<file path="config.mk">
export PLATFORM = sky130hd
export DESIGN_NAME = mem_access_unit
export DESIGN_NICKNAME = d
export VERILOG_FILES = /design/src/rtl/mem_size_pkg.sv /design/src/rtl/load_align_ext.sv /design/src/rtl/mem_access_unit.sv
export SDC_FILE = /design/constraint.sdc
export NUM_CORES = 1
export LEC_CHECK = 0
export CAP_MARGIN = 20
export CORE_ASPECT_RATIO = 1.5
export CORE_UTILIZATION = 59
export CTS_CLUSTER_DIAMETER = 120
export CTS_CLUSTER_SIZE = 16
export DETAILED_ROUTE_END_ITERATION = 8
export DONT_BUFFER_PORTS = 1
export PLACE_DENSITY = 0.72
export SLEW_MARGIN = 30
export SYNTH_ARGS = -nofsm -noshare
export SYNTH_HDL_FRONTEND = slang
export SYNTH_HIERARCHICAL = 1
export SYNTH_SLANG_ARGS = --single-unit
export TNS_END_PERCENT = 5
</file>
<file path="constraint.sdc">
create_clock -name clk -period 2.9 [get_ports clk]
set_input_delay 0.435 -clock clk [delete_from_list [all_inputs] [get_ports clk]]
set_output_delay 0.435 -clock clk [all_outputs]
set_load 0.01 [all_outputs]
</file>
<file path="src/rtl/mem_size_pkg.sv">
// mem_size_pkg: load/store size encodings, access-state enum and size decode
package mem_size_pkg;
  localparam logic [1:0] MW_NONE = 2'b00;
  localparam logic [1:0] MW_WORD = 2'b01;
  localparam logic [1:0] MW_HALF = 2'b10;
  localparam logic [1:0] MW_BYTE = 2'b11;
  localparam logic [2:0] SL_LW  = 3'b000;
  localparam logic [2:0] SL_LH  = 3'b001;
  localparam logic [2:0] SL_LB  = 3'b010;
  localparam logic [2:0] SL_LBU = 3'b011;
  localparam logic [2:0] SL_LHU = 3'b100;
  typedef enum logic [1:0] {IDLE, B0, B1, DONE} state_t;
  // access width in bytes; reserved load sizes fall back to a full word
  function automatic logic [2:0] size_bytes(input logic st, input logic [1:0] mw, input logic [2:0] sl);
    return st ? (mw == MW_HALF ? 3'd2 : mw == MW_BYTE ? 3'd1 : 3'd4) :
           (sl == SL_LH || sl == SL_LHU) ? 3'd2 : (sl == SL_LB || sl == SL_LBU) ? 3'd1 : 3'd4;
  endfunction
endpackage

</file>
<file path="src/rtl/load_align_ext.sv">
// load_align_ext: extract the addressed bytes from a two-word window and extend them
module load_align_ext import mem_size_pkg::*; (
  input  logic [63:0] data,
  input  logic [1:0]  o,
  input  logic [2:0]  sl,
  output logic [31:0] ld
);
  logic [31:0] w;
  assign w = 32'(data >> {o, 3'b000});
  assign ld = sl == SL_LH  ? {{16{w[15]}}, w[15:0]} :
              sl == SL_LB  ? {{24{w[7]}}, w[7:0]} :
              sl == SL_LBU ? {24'b0, w[7:0]} :
              sl == SL_LHU ? {16'b0, w[15:0]} : w;
endmodule

</file>
<file path="src/rtl/mem_access_unit.sv">
// mem_access_unit: load/store bus stage that splits word-crossing accesses into two beats
module mem_access_unit import mem_size_pkg::*; #(
  parameter bit SPLIT_MISALIGNED = 1'b1
) (
  input  logic        clk,
  input  logic        rst_n,
  input  logic        LoadOp,
  input  logic [1:0]  MemWrite,
  input  logic [2:0]  SizeLoad,
  input  logic [31:0] Addr,
  input  logic [31:0] WriteData,
  output logic        Stall,
  output logic [31:0] LoadData,
  output logic        Done,
  output logic        MisalignErr,
  output logic        mem_req,
  output logic        mem_we,
  output logic [31:0] mem_addr,
  output logic [3:0]  mem_be,
  output logic [31:0] mem_wdata,
  input  logic        mem_ready,
  input  logic [31:0] mem_rdata
);
  state_t state;
  logic st, req, we_q;
  logic [2:0] n, sl_q;
  logic [3:0] bm;
  logic [7:0] m_in, m_q;
  logic [1:0] o_q;
  logic [31:0] base_q, wd_q, r0, ext;
  logic [63:0] wsh;
  assign st = MemWrite != MW_NONE;
  assign req = st | LoadOp;
  assign n = size_bytes(st, MemWrite, SizeLoad);
  assign bm = n == 3'd4 ? 4'hF : n == 3'd2 ? 4'h3 : 4'h1;
  assign m_in = {4'b0, bm} << Addr[1:0];
  assign wsh = {32'b0, wd_q} << {o_q, 3'b000};
  assign mem_req = state == B0 || state == B1;
  assign mem_we = mem_req & we_q;
  assign mem_addr = state == B0 ? base_q : state == B1 ? base_q + 32'd4 : '0;
  assign mem_be = state == B0 ? m_q[3:0] : state == B1 ? m_q[7:4] : '0;
  assign mem_wdata = state == B0 ? wsh[31:0] : state == B1 ? wsh[63:32] : '0;
  assign Stall = mem_req | (state == IDLE && req);
  // the word arriving this cycle is spliced in so LoadData can be registered on the final beat
  load_align_ext u_ext (
    .data({state == B1 ? mem_rdata : 32'b0, state == B0 ? mem_rdata : r0}),
    .o(o_q),
    .sl(sl_q),
    .ld(ext)
  );
  // access sequencer: latch request, run one or two bus beats, pulse completion
  always_ff @(posedge clk) begin
    if (!rst_n) begin
      state <= IDLE;
      Done <= 1'b0;
      MisalignErr <= 1'b0;
      LoadData <= '0;
      we_q <= 1'b0;
      sl_q <= '0;
      o_q <= '0;
      m_q <= '0;
      base_q <= '0;
      wd_q <= '0;
      r0 <= '0;
    end else begin
      Done <= 1'b0;
      MisalignErr <= 1'b0;
      LoadData <= '0;
      case (state)
        IDLE: if (req) begin
          we_q <= st;
          sl_q <= SizeLoad > SL_LHU ? SL_LW : SizeLoad;
          o_q <= Addr[1:0];
          m_q <= m_in;
          base_q <= {Addr[31:2], 2'b00};
          wd_q <= WriteData;
          if (!SPLIT_MISALIGNED && m_in[7:4] != 4'b0) begin
            state <= DONE;
            Done <= 1'b1;
            MisalignErr <= 1'b1;
          end else state <= B0;
        end
        B0: if (mem_ready) begin
          r0 <= mem_rdata;
          if (m_q[7:4] != 4'b0) state <= B1;
          else begin
            state <= DONE;
            Done <= 1'b1;
            LoadData <= we_q ? '0 : ext;
          end
        end
        B1: if (mem_ready) begin
          state <= DONE;
          Done <= 1'b1;
          LoadData <= we_q ? '0 : ext;
        end
        default: state <= IDLE;
      endcase
    end
  end
endmodule

</file>
==> results of run 1 <==
==> report_power, final <==
part	leakage [nW]	internal [mW]	switching (mW)	total, mW
registers	1.17	2.34	0.475	2.81
logic	1.91	1.38	2.27	3.66
clock network	0.281	1.30	0.901	2.21
==> flip-flops by register name, indices dropped and copies added, names as in the netlist <==
name      cells
wd_q         32
state         2
o_q           2
LoadData     32
we_q          1
base_q       30
m_q           7
Done          1
sl_q          3
r0           32
==> critical path: cells and delay by family, from the launching register on <==
kind | cells | cell delay (ns)
AND/OR/NAND/NOR | 3 | 1.06
flip-flops | 1 | 0.37
AO/OA/AOI/OAI | 1 | 0.17
adder cells (fa/ha/maj) | 1 | 0.17
buffers and inverters | 2 | 0.21
==> stage by stage <==
step	setup slack, ns	power (mW)	cells	utilization, %	hold WS, ns
after global routing	-0.0170	9.21	1217	66.8	0.115
final	0.0655	8.68	1217	66.8	0.118
after CTS	0.00849	8.59	1210	65.8	0.109
after floorplan	0.314	5.38	1075	-	0.441
after detailed placement	0.270	6.35	1175	60.8	0.454
after global placement	0.274	6.29	1175	60.8	0.447
==> worst paths after layout <==
check,end,depth (start not counted)
setup reg to reg,LoadData[15]$_SDFF_PN0_,7
hold / removal,m_q[1]$_SDFFE_PN0P_,1
hold reg to reg,r0[0]$_SDFFE_PN0P_,2
setup / recovery,mem_addr[27],7
==> timing repair <==
item                       CTS  global route
cloned                       1             1
pin swaps                    2            10
hold buffers                 0             0
gates resized for setup     18            21
setup endpoints to repair   14            30
buffers inserted             3             5
==> routing by layer <==
| layer | wire length (um) | up-vias | share of wire (%) | GRT usage [%] |
|---|---|---|---|---|
| met5 | 0 | - | 0 | 0 |
| met4 | 1560 | 0 | 6.7 | 22.1 |
| met3 | 1290 | 90 | 5.5 | 7.42 |
| met2 | 11900 | 257 | 51 | 54.8 |
| met1 | 8640 | 3528 | 37 | 33.6 |
| li1 | - | 3636 | - | - |
==> cell type report <==
class                           instances  area (sq um)  share of cell area (%)
Sequential cell                       142          2870                    30.8
Clock buffer                           18           439                    4.72
Tap cell                              165           206                    2.22
Inverter                               16          60.1                   0.646
Multi-Input combinational cell        830          5280                    56.7
Clock inverter                         13           153                    1.64
Timing Repair Buffer                   33           297                    3.19
==> results.cfg, run 1 <==
[run_status]
status = complete, no violations

[min_path]
worst_hold_startpoint = Addr[1]
hold_class = input port to flop

[placement]
io_buffers = 0
hpwl_um = 15900
placed_area_sq_um = 8470
gp_congestion = 0.935

[cells_and_area]
drive_gt1_share_pct = 15.0
final_common_cell = nand2_1
nets = 1150
syn_to_final_growth_pct = 10.8
antenna_cells = 0
fillCellCount = 1245
final_cell_mix = nand2_1 (259), dfxtp_1 (131), a21boi_0 (100), and2_1 (59), mux2i_1 (58)
final_area_sq_um = 9300

[floorplanning]
dieArea_sq_um = 14700
core_area_sq_um = 13900
die_w_um = 99.4
num_rows = 53
initial_core_util_pct = 60.3
die_h_um = 148
pin_count = 210

[cts]
clk_latency_ns = 0.42
cts_max_level = 4
clk_path_buf_depth = 2
root_buffer = clkbuf_16
clkTransAtPathRegs_ns = 0.06
cts-buffers-inserted = 17
numClockSinks = 142
cts_tree = done

[power_and_ir_drop]
power_density_nw_per_um2 = 933
irDropWorstVdd_mv = 0.490
leakagePower_nw = 3.35

[route]
via_per_inst = 6.17
drt_wl_total_um = 23400
drc = 0
first_iter_violations = 350
drt_first_pass_iters = 5
routedWlPerCell_um = 19.2
vias = 7511
drtAntennaViolNets = 0

[timing]
min_period_ns = 2.83
tns_ns = 0
slew_violations = 0
final.period_utilization_pct = 97.7
relSlewSlack_pct = 51.5
setup_viol = 0
fin_worst_skew_ns = 0.0103
max_freq_mhz = 353
worst_slew_pin_slew_ns = 0.727
hold_violations = 0

[yosys]
syn_inst = 1073
synth_area_sq_um = 8390
synth.avg_cell_area_sq_um = 7.82
yosysWarnings = 6

[setup_path]
critPathLaunchType = flop
r2r_slack_ns = 0.46
worstPathRequired_ns = 2.47
crit_type = flop to output port
worst_ep_arrival_time_ns = 2.40
path_cells = inv_2 > ha_4 > nand4b_1 > buf_6 > or3_4 > or4_4 > a21oi_4
worstPathMaxFanout = 8
cpPeakStageDelay_ns = 0.45
cp-end-kind = output port
r2r_start = state[0]$_SDFFE_PN0P_
critPathSlowestCell = or4_4
crit_start = state[1]$_SDFFE_PN0P_

[global_route]
grt-ovfl-total = 0
grt_max_degree = 113
grt_usage_pct = 31.6
grt_pass1_wl_um = 36300
antenna_found_initial = 0
grt_pass1_vias = 7022

[job]
cap_violations = 0
Power figures use the tool's default switching activity.
==> run 2: changes to the inputs <==
- CTS_CLUSTER_SIZE: 16 -> 24
==> results of run 2 <==
No change in the layout: final DEF, timing and power equal those of run 1.
